<file path="config.mk">
export PLATFORM = sky130hd
export DESIGN_NAME = rank_cmd_arbiter
export DESIGN_NICKNAME = d
export VERILOG_FILES = /design/src/rtl/rank_cmd_arbiter.sv
export SDC_FILE = /design/constraint.sdc
export NUM_CORES = 1
export LEC_CHECK = 0
export CAP_MARGIN = 40
export CORE_MARGIN = 4
export CORE_UTILIZATION = 47
export DETAILED_ROUTE_END_ITERATION = 16
export PLACE_DENSITY = 0.8
export SLEW_MARGIN = 20
export SYNTH_ARGS = -nofsm -noshare
export SYNTH_HDL_FRONTEND = slang
export SYNTH_SLANG_ARGS = --single-unit
export TNS_END_PERCENT = 1
</file>
<file path="constraint.sdc">
create_clock -name clk -period 7.99 [get_ports clk]
set_input_delay 0.799 -clock clk [delete_from_list [all_inputs] [get_ports clk]]
set_output_delay 0.799 -clock clk [all_outputs]
set_load 0.02 [all_outputs]
</file>
<file path="src/rtl/rank_cmd_arbiter.sv">
// rank_cmd_arbiter
// Grants the shared CMD bus to one of NUM_RANK rank controllers. A rank whose
// wait-age has hit AGE_LIMIT takes priority (lowest index first). Otherwise the
// rank with the deepest queue in the current channel mode wins, and depth ties
// rotate round-robin from the rank after the last one served. A switch to a
// different rank after an ack inserts TRTR dead cycles, then one IDLE
// arbitration cycle, before the new grant appears.
//
// Ports
//   clk, rst                   clock, synchronous active-high reset
//   ready_rd / ready_wr        per-rank read / write ready
//   fsm_wait                   per-rank "blocked on timing", masks readiness
//   rd_cnt / wr_cnt            packed per-rank queue depths, rank i at [i*CNT_W +: CNT_W]
//   write_mode                 1 = write mode (use ready_wr / wr_cnt)
//   grant_ack                  granted rank issued its command
//   grant                      one-hot CMD bus grant (registered)
//   grant_valid                OR of grant
//   rank_transition            one-cycle pulse when grant lands on a new rank
//   starve_grant               current grant came from the age rule
module rank_cmd_arbiter #(
    parameter int unsigned NUM_RANK  = 4,
    parameter int unsigned CNT_W     = 4,
    parameter int unsigned AGE_LIMIT = 15,
    parameter int unsigned TRTR      = 2
) (
    input  logic                      clk,
    input  logic                      rst,
    input  logic [NUM_RANK-1:0]       ready_rd,
    input  logic [NUM_RANK-1:0]       ready_wr,
    input  logic [NUM_RANK-1:0]       fsm_wait,
    input  logic [NUM_RANK*CNT_W-1:0] rd_cnt,
    input  logic [NUM_RANK*CNT_W-1:0] wr_cnt,
    input  logic                      write_mode,
    input  logic                      grant_ack,
    output logic [NUM_RANK-1:0]       grant,
    output logic                      grant_valid,
    output logic                      rank_transition,
    output logic                      starve_grant
);

    localparam int unsigned RW = (NUM_RANK > 1) ? $clog2(NUM_RANK) : 1;
    localparam logic [CNT_W-1:0] AGE_MAX  = '1;
    localparam logic [CNT_W-1:0] AGE_LIM  = CNT_W'(AGE_LIMIT);
    localparam logic [RW-1:0]    LAST_RST = RW'(NUM_RANK - 1);
    localparam logic [3:0]       TRTR_V   = 4'(TRTR);

    typedef enum logic [1:0] {StIdle, StGrant, StTurn} state_e;

    state_e                state_q, state_d;
    logic [NUM_RANK-1:0]   grant_q, grant_d;
    logic                  starve_q, starve_d;
    logic                  trans_q, trans_d;
    logic [RW-1:0]         last_q, last_d;
    logic [3:0]            cnt_q, cnt_d;
    logic                  mode_q, mode_d;   // channel mode the current grant was made in
    logic                  seen_q, seen_d;   // a grant has been made since reset
    logic [CNT_W-1:0]      age_q [NUM_RANK];
    logic [CNT_W-1:0]      age_d [NUM_RANK];

    logic [NUM_RANK-1:0]   avail;
    logic [CNT_W-1:0]      depth [NUM_RANK];
    logic                  win_valid;
    logic                  win_starve;
    logic [RW-1:0]         win_idx;
    logic [CNT_W-1:0]      best_depth;
    logic [RW-1:0]         rr;
    int                    rr_sum;
    logic [RW-1:0]         gidx;
    logic                  load;
    logic                  ack_clr;

    // Eligibility and per-rank depth in the current mode.
    always_comb begin
        avail = (write_mode ? ready_wr : ready_rd) & ~fsm_wait;
        for (int i = 0; i < int'(NUM_RANK); i++) begin
            depth[i] = write_mode ? wr_cnt[i*CNT_W +: CNT_W] : rd_cnt[i*CNT_W +: CNT_W];
        end
    end

    // Winner: starved ranks first, else deepest queue with round-robin tie-break.
    always_comb begin
        win_valid  = |avail;
        win_starve = 1'b0;
        win_idx    = '0;
        best_depth = '0;
        rr_sum     = 0;
        rr         = '0;
        for (int i = int'(NUM_RANK) - 1; i >= 0; i--) begin
            if (avail[i] && (age_q[i] >= AGE_LIM)) begin
                win_starve = 1'b1;
                win_idx    = RW'(i);
            end
        end
        if (!win_starve) begin
            // Strict '>' keeps the first rank in rotation order on a tie.
            for (int k = 0; k < int'(NUM_RANK); k++) begin
                rr_sum = int'(last_q) + 1 + k;
                if (rr_sum >= int'(NUM_RANK)) begin
                    rr_sum = rr_sum - int'(NUM_RANK);
                end
                rr = RW'(rr_sum);
                if (avail[rr] && ((k == 0) || !(|(avail & rotated_mask(k))) ||
                                  (depth[rr] > best_depth))) begin
                    win_idx    = rr;
                    best_depth = depth[rr];
                end
            end
        end
    end

    // Mask of ranks visited before step k of the rotation; a rank at step k is
    // taken unconditionally when none of the earlier ones was eligible.
    function automatic logic [NUM_RANK-1:0] rotated_mask(input int k);
        logic [NUM_RANK-1:0] m;
        int                  idx;
        m = '0;
        for (int j = 0; j < int'(NUM_RANK); j++) begin
            idx = int'(last_q) + 1 + j;
            if (idx >= int'(NUM_RANK)) begin
                idx = idx - int'(NUM_RANK);
            end
            if (j < k) begin
                m[idx] = 1'b1;
            end
        end
        return m;
    endfunction

    always_comb begin
        gidx = '0;
        for (int i = 0; i < int'(NUM_RANK); i++) begin
            if (grant_q[i]) begin
                gidx = RW'(i);
            end
        end
    end

    // Next-state logic.
    always_comb begin
        state_d  = state_q;
        grant_d  = grant_q;
        starve_d = starve_q;
        trans_d  = 1'b0;
        last_d   = last_q;
        cnt_d    = cnt_q;
        mode_d   = mode_q;
        seen_d   = seen_q;
        load     = 1'b0;
        ack_clr  = 1'b0;

        case (state_q)
            StIdle: begin
                if (win_valid) begin
                    load = 1'b1;
                end
            end
            StGrant: begin
                if (grant_ack) begin
                    last_d  = gidx;
                    ack_clr = 1'b1;
                    if (!win_valid) begin
                        grant_d  = '0;
                        starve_d = 1'b0;
                        state_d  = StIdle;
                    end else if (win_idx != gidx) begin
                        if (TRTR_V != 4'd0) begin
                            grant_d  = '0;
                            starve_d = 1'b0;
                            cnt_d    = TRTR_V;
                            state_d  = StTurn;
                        end else begin
                            load = 1'b1;
                        end
                    end
                end else if (!(|(grant_q & avail)) || (write_mode != mode_q)) begin
                    grant_d  = '0;
                    starve_d = 1'b0;
                    state_d  = StIdle;
                end
            end
            StTurn: begin
                if (cnt_q <= 4'd1) begin
                    cnt_d   = '0;
                    state_d = StIdle;
                end else begin
                    cnt_d = cnt_q - 4'd1;
                end
            end
            default: begin
                grant_d = '0;
                state_d = StIdle;
            end
        endcase

        if (load) begin
            grant_d  = NUM_RANK'(1) << win_idx;
            starve_d = win_starve;
            mode_d   = write_mode;
            trans_d  = seen_q && (win_idx != last_d);
            seen_d   = 1'b1;
            state_d  = StGrant;
        end

        for (int i = 0; i < int'(NUM_RANK); i++) begin
            age_d[i] = age_q[i];
            if (ack_clr && grant_q[i]) begin
                age_d[i] = '0;
            end else if (avail[i] && !grant_q[i] && (age_q[i] != AGE_MAX)) begin
                age_d[i] = age_q[i] + 1'b1;
            end
        end
    end

    always_ff @(posedge clk) begin
        if (rst) begin
            state_q  <= StIdle;
            grant_q  <= '0;
            starve_q <= 1'b0;
            trans_q  <= 1'b0;
            last_q   <= LAST_RST;
            cnt_q    <= '0;
            mode_q   <= 1'b0;
            seen_q   <= 1'b0;
            for (int i = 0; i < int'(NUM_RANK); i++) begin
                age_q[i] <= '0;
            end
        end else begin
            state_q  <= state_d;
            grant_q  <= grant_d;
            starve_q <= starve_d;
            trans_q  <= trans_d;
            last_q   <= last_d;
            cnt_q    <= cnt_d;
            mode_q   <= mode_d;
            seen_q   <= seen_d;
            for (int i = 0; i < int'(NUM_RANK); i++) begin
                age_q[i] <= age_d[i];
            end
        end
    end

    // Outputs.
    always_comb begin
        grant           = grant_q;
        grant_valid     = |grant_q;
        rank_transition = trans_q;
        starve_grant    = starve_q;
    end

endmodule

</file>
==> results of run 1 <==
-- stage by stage --
step | total power, mW | hold WS [ns]
after floorplan | 0.434 | 0.423
after CTS | 0.657 | 0.459
final | 0.656 | 0.460
after detailed placement | 0.527 | 0.450
after global routing | 0.710 | 0.493
after global placement | 0.517 | 0.455
-- routing by layer --
layer  vias to the layer above  GRT usage  wire [um]
li1                       1550          -          -
met1                      1548      0.257       3630
met2                        97      0.349       4160
met3                        18     0.0307        379
met4                         0     0.0616        171
met5                         -          0          0
-- power groups by stage --
stage                     Combinational, mW  Clock, mW  Sequential (mW)
after floorplan                       0.253          0            0.181
after global placement                0.336          0            0.180
after detailed placement              0.346          0            0.181
after CTS                             0.348      0.131            0.177
after global routing                  0.392      0.139            0.179
final                                 0.352      0.127            0.178
-- timing repair --
action | CTS | global route
endpoints found under the hold margin | 0 | 0
hold buffers | 0 | 0
endpoints found under the setup margin | 0 | 8
gates resized for setup | 0 | 3
-- worst reg2reg max path, cell delays in order, from the launching register on --
cell and delay [ns]:
dfxtp_1 0.47, inv_1 0.15, ha_1 0.34, xor2_1 0.64
mux2_2 0.44, ha_1 0.34, a21oi_1 0.08, and3_1 0.19
o22a_1 0.25, or2_2 0.38, mux2_2 0.31, ha_1 0.28
nand4_1 0.08, o31ai_1 0.08, o32ai_1 0.29, and2_1 0.28
nor2_1 0.08, a21oi_1 0.12, ha_1 0.26, a2111oi_1 0.45
o22ai_1 0.17, a221oi_1 0.37, a32oi_2 0.13, and3_1 0.23
nor4_4 0.37, nor2_1 0.16, o311a_1 0.31
-- how the worst min path moves through the flow --
stage / end / slack (ns) / cells after the start
after CTS: rank_transition$_SDFF_PP0_ / 0.46 / 2
after detailed placement: rank_transition$_SDFF_PP0_ / 0.45 / 2
after global routing: rank_transition$_SDFF_PP0_ / 0.49 / 2
after global placement: rank_transition$_SDFF_PP0_ / 0.46 / 2
after floorplan: rank_transition$_SDFF_PP0_ / 0.42 / 2
final: rank_transition$_SDFF_PP0_ / 0.46 / 2
-- sequential cells by signal, summed over array words and instances, names as in the netlist --
| signal | flops |
|---|---|
| rank_transition | 1 |
| state_q | 2 |
| grant | 4 |
| mode_q | 1 |
| last_q | 2 |
| seen_q | 1 |
| cnt_q | 4 |
| age_q | 16 |
| starve_grant | 1 |
-- Yosys cell counts, types with 2 or more instances --
library cell	instances	share of area
mux2i_1	12	0.037
nor2_1	48	0.055
or2_2	4	0.0077
inv_1	14	0.016
nor4_1	2	0.0038
o22ai_1	7	0.013
nor2b_1	2	0.0038
and2_1	5	0.0096
nor3_1	11	0.017
o22a_1	2	0.0054
or2_1	2	0.0038
dfxtp_1	32	0.20
nand2_1	45	0.052
and3_1	5	0.0096
clkbuf_1	11	0.013
or3_1	4	0.0077
o21ai_0	6	0.0092
a211oi_1	4	0.0092
mux2_2	8	0.028
nand3_1	7	0.011
xnor2_1	5	0.013
a31oi_1	2	0.0038
a2111oi_0	3	0.0081
o21a_1	2	0.0046
nand4_1	6	0.012
o31ai_1	2	0.0046
a21oi_1	24	0.037
buf_1	2	0.0023
nor3b_1	2	0.0046
nand2b_1	6	0.012
o32ai_1	8	0.022
o21ai_1	2	0.0031
nand4b_1	3	0.0081
a21o_1	5	0.012
mux4_2	19	0.13
xor2_1	7	0.019
a221oi_1	2	0.0054
a22o_1	2	0.0054
ha_1	26	0.10
-- layout by cell type, fill, tap and decap left out, types with 11 or more instances in the layout --
cell type and n:
inv_1 14, mux2i_1 12, clkdlybuf4s50_1 54, mux4_2 19
nor3_1 11, nand2_1 45, dfxtp_1 32, ha_1 26
a21oi_1 24, nor2_1 47
-- final cells by class --
type / instances / share of cell area
clock buffers: 8 / 0.0226
inverters: 15 / 0.0141
multi-input cells: 321 / 0.624
flip-flops and latches: 32 / 0.161
well taps: 80 / 0.0251
repair buffers: 62 / 0.154
-- logic make-up after synthesis --
group                    count (synthesis)
adder cells (fa/ha/maj)                 26
multiplexers                            41
XOR/XNOR                                12
flip-flops                              32
buffers and inverters                   30
AO/OA/AOI/OAI                           85
AND/OR/NAND/NOR                        157
==> run_results.csv, run 1 <==
group,metric,value,unit
sta,period_share,0.951,
sta,finalSetupViolCount,0,
layout,fillers,609,
sta,max_slew.worst_pin.slew,0.789,ns
layout,fin_cells,518,
clocking,cts_buffer_depth,2,
power,p_comb_frac,0.536,
route,avgViaCountPerCell,6.20,
placed_design,gp_congestion,0.892,
worst_setup_path,cp-end-kind,"register",
sta,max_freq,132,MHz
layout,num_antenna_cells,0,
route,first_pass_iters,4,
clocking,post-cts-setup-buffer-count,0,
floorplan,num_io_pins,55,
clocking,clockRootBuffer,"clkbuf_8",
clocking,cts_made_buffers,5,
yosys,synth_compound_area_frac,0.189,
worst_setup_path,rrSetupSlack,0.64,ns
sta,slew_headroom,0.472,
power,internal_power,0.405,mW
route,num_vias,3213,
sta,maxSlewViolCount,0,
clocking,clock_latency,0.29,ns
global_route,antenna_found_initial,0,
worst_setup_path,cp.depth,27,
power,p_sw_frac,0.383,
layout,seq_area,641,um2
floorplan,rows,30,
floorplan,core_area,6760,um2
yosys,netlist_instances,383,
placed_design,place_inst,510,
yosys,synth-xor-area-share,0.0323,
clocking,cts_max_level,2,
floorplan,dieHeight,91.2,um
worst_setup_path,timing.reg2reg.worst_path_depth,26,
global_route,gr-total-overflow,0,
yosys,synthAdderAreaFrac,0.0999,
worst_setup_path,crit_required,8.16,ns
placed_design,dpl_cell_area,3890,um2
route,drcViolationCount,0,
yosys,yosysSeqAreaShare,0.197,
yosys,ys_ff_latch,32,
floorplan,start_util,0.482,
worst_setup_path,crit_arrival,7.77,ns
clocking,clkTransAtPathRegs,0.06,ns
layout,finish.instance_area,3990,um2
worst_hold_path,min_from,"seen_q$_SDFFE_PP0P_",
sta,fin_worst_skew,0.00544,ns
worst_setup_path,slowest_stage,"clkdlybuf4s50_1",
clocking,cts_sinks,32,
yosys,ys.flop_type,"dfxtp_1",
yosys,yosys_warnings,0,
global_route,grt_pass1_wl,14.2,mm
worst_setup_path,crit_top_cell,"ha_1",
layout,area_growth,22.5,%
route,ant_nets,0,
placed_design,portBuffers,54,
worst_setup_path,r2r_end,"cnt_q[1]$_SDFFE_PP0P_",
placed_design,dp_hpwl,6.63,mm
power,power_density,165,nW/um2
power,clockPowerShare,0.193,
worst_setup_path,r2r_start,"last_q[1]$_SDFF_PP1_",
clocking,cts_tree,"built",
sta,tns,0,ns
layout,fin_util,0.590,
global_route,grt_max_degree,31,
placed_design,pre_cts_ws,0.0318,ns
power,ir_worst_vdd,142,uV
worst_setup_path,critPathCapture,"cnt_q[1]$_SDFFE_PP0P_",
worst_hold_path,hold_class,"register to register",
worst_setup_path,critPathLaunch,"write_mode",
worst_setup_path,crit_buf_inv,2,
power,p_leak,1.55,nW
sta,hold_viol,0,
worst_setup_path,worst_path_dominant_cell_family,"compound AO/OA/AOI/OAI gates",
yosys,synth_edf_count,0,
yosys,synth.area.mux_share,0.207,
global_route,grtUsageTotal,0.202,
route,dr.first_iter.drc_count,183,
flow_run,cap_violations,0,
run_status,status,"finished, final reports clean",
floorplan,dieArea,8330,um2
layout,fin_nets,511,
worst_setup_path,start_kind,"input pin",
worst_setup_path,path_class,"input pin to register",
yosys,synth_simple_gate_area_share,0.234,
worst_setup_path,cp_max_fo,20,
worst_setup_path,slowest_delay,0.63,ns
layout,multi_input_area,2490,um2
sta,fin_crit,7.60,ns
sta,setup_slack,0.391,ns
power,power.net_switching,0.252,mW
yosys,async_reset_ff_frac,0,
yosys,avgSynthCellArea,8.50,um2
yosys,netlist_area,3260,um2
power,power.share.sequential,0.271,
yosys,yosysUniqueCellTypes,63,
layout,drive_above_1_share,0.128,
floorplan,die_w,91.2,um
route,routedWlPerCell,16.1,um
yosys,synth_top_family_by_area,"simple AND/OR/NAND/NOR gates",
global_route,grt_pass1_vias,3103,
yosys,synth_nets,457,
route,drt-total-wl,8.34,mm
No activity file was read; power rests on OpenSTA's default activity.
==> inputs of run 2 (changes only) <==
--- a/config.mk
+++ b/config.mk
@@ -9,6 +9,7 @@
 export CORE_MARGIN = 4
 export CORE_UTILIZATION = 47
 export DETAILED_ROUTE_END_ITERATION = 16
+export GPL_TIMING_DRIVEN = 0
 export PLACE_DENSITY = 0.8
 export SLEW_MARGIN = 20
 export SYNTH_ARGS = -nofsm -noshare
==> run_results.csv, run 2 (synthesis results as in run 1) <==
group,metric,value,unit
worst_setup_path,slowest_stage,"dfxtp_1",
route,first_pass_iters,5,
layout,most-common-layout-cells,"53 x clkdlybuf4s50_1, 48 x nor2_1, 45 x nand2_1",
flow_run,cap_violations,0,
worst_setup_path,start_kind,"register",
route,num_vias,3302,
power,power_density,169,nW/um2
floorplan,die_w,91.2,um
route,drt-total-wl,8.78,mm
power,ir_worst_vdd,142,uV
run_status,status,"finished, final reports clean",
placed_design,dp_hpwl,6.73,mm
clocking,cts_buffer_depth,2,
worst_hold_path,hold_depth,2,
floorplan,dieHeight,91.2,um
floorplan,rows,30,
global_route,grtUsageTotal,0.213,
route,avgViaCountPerCell,6.27,
global_route,met2_usage,0.368,
floorplan,core_area,6760,um2
global_route,grt_pass1_wl,14.8,mm
clocking,clkTransAtPathRegs,0.06,ns
worst_setup_path,cp_max_fo,11,
layout,final_common_cell,"clkdlybuf4s50_1",
global_route,antenna_found_initial,0,
worst_setup_path,path_class,"register to register",
layout,regMostFlops,"age_q",
sta,max_slew.worst_pin.slew,0.763,ns
clocking,cts_sinks,32,
worst_hold_path,hold_class,"register to register",
sta,period_share,0.947,
worst_setup_path,crit_arrival,7.74,ns
worst_setup_path,timing.reg2reg.worst_path_depth,29,
global_route,grt_max_degree,12,
sta,hold_viol,0,
layout,area_growth,25.5,%
clocking,clock_latency,0.28,ns
clocking,cts_tree,"built",
placed_design,portBuffers,53,
sta,maxSlewViolCount,0,
global_route,grt_use_met3,0.0398,
global_route,gr-total-overflow,0,
route,ant_nets,0,
sta,slew_headroom,0.486,
route,routedWlPerCell,16.7,um
worst_setup_path,crit_top_cell,"ha_1",
worst_setup_path,worst_path_dominant_cell_family,"compound AO/OA/AOI/OAI gates",
layout,largest_register_ffs,16,
global_route,grt_pass1_vias,3282,
route,dr.first_iter.drc_count,208,
clocking,cts_made_buffers,5,
worst_setup_path,crit_buf_inv,5,
layout,num_antenna_cells,0,
global_route,grt-busiest-layer,"met2",
worst_setup_path,crit_required,8.16,ns
floorplan,dieArea,8330,um2
sta,tns,0,ns
sta,fin_worst_skew,0.00503,ns
route,drcViolationCount,0,
placed_design,gp_congestion,0.943,
clocking,clockRootBuffer,"clkbuf_8",
floorplan,num_io_pins,55,
power,p_total,0.693,mW
worst_setup_path,cp-end-kind,"register",
layout,drive_above_1_share,0.148,
worst_setup_path,slowest_delay,0.43,ns
floorplan,start_util,0.482,
sta,fin_crit,7.57,ns
layout,fin_util,0.605,
clocking,cts_max_level,2,
global_route,use_met1,0.258,
worst_setup_path,cp.depth,29,
layout,fin_nets,520,
sta,max_freq,132,MHz
sta,finalSetupViolCount,0,
power,p_leak,1.58,nW
## run 2: cell count changes in the layout (fill, tap and decap cells not counted), sizes merged
cell	change
clkbuf	+8
buf	+2
clkdlybuf4s50	-1
## run 2: worst reg2reg max path: cells and delay by family, from the launching register on
kind	cells	cell delay, ns
AOI/OAI and AO/OA	9	2.28
and+or+nand+nor	8	1.83
adders and majority gates	4	1.16
buffers and inverters	5	0.87
muxes	2	0.66
DFF	1	0.43
xor gates and xnor gates	1	0.25
## run 2: layout make-up
cell class | count | area, um2
multi-input combinational | 321 | 2540
inverter | 15 | 56.3
timing repair buffer | 60 | 587
buffer | 11 | 71.3
sequential | 32 | 641
fill | 609 | 2670
clock buffer | 8 | 90.1
tap | 80 | 100
## run 2: path summary, 6_finish.rpt
kind                         from                         end  slack [ns]
max          last_q[0]$_SDFF_PP1_       cnt_q[1]$_SDFFE_PP0P_        0.42
min           seen_q$_SDFFE_PP0P_  rank_transition$_SDFF_PP0_        0.46
max reg2reg  last_q[0]$_SDFF_PP1_       cnt_q[1]$_SDFFE_PP0P_        0.42
min reg2reg   seen_q$_SDFFE_PP0P_  rank_transition$_SDFF_PP0_        0.46
## run 2: what timing repair did
action | in CTS | in global routing
gates resized for setup | 10 | 9
pin swaps | 0 | 3
setup buffers | 0 | 6
hold buffers | 0 | 0
setup endpoints to repair | 12 | 12
## run 2: power breakdown
part	internal (mW)	leakage (nW)	switching, mW
registers	0.169	0.260	0.00957
logic	0.184	1.27	0.202
clock network	0.0702	0.0455	0.0578
total	0.423	1.58	0.270
## run 2: per-layer routing
metal / up-vias / share of wire
met1: 1577 / 0.42
li1: 1574 / -
met3: 20 / 0.065
met2: 131 / 0.49
met4: 0 / 0.023
met5: - / 0
## run 2: through the flow
stage,setup slack [ns],instance area [um2],instances,hold slack (ns)
after floorplan,0.109,3260,383,0.423
after global placement,-1.07,3890,516,0.449
after detailed placement,-1.17,3890,516,0.455
after CTS,0.0187,4010,523,0.465
after global routing,-0.0185,4090,527,0.491
final,0.423,4090,527,0.465
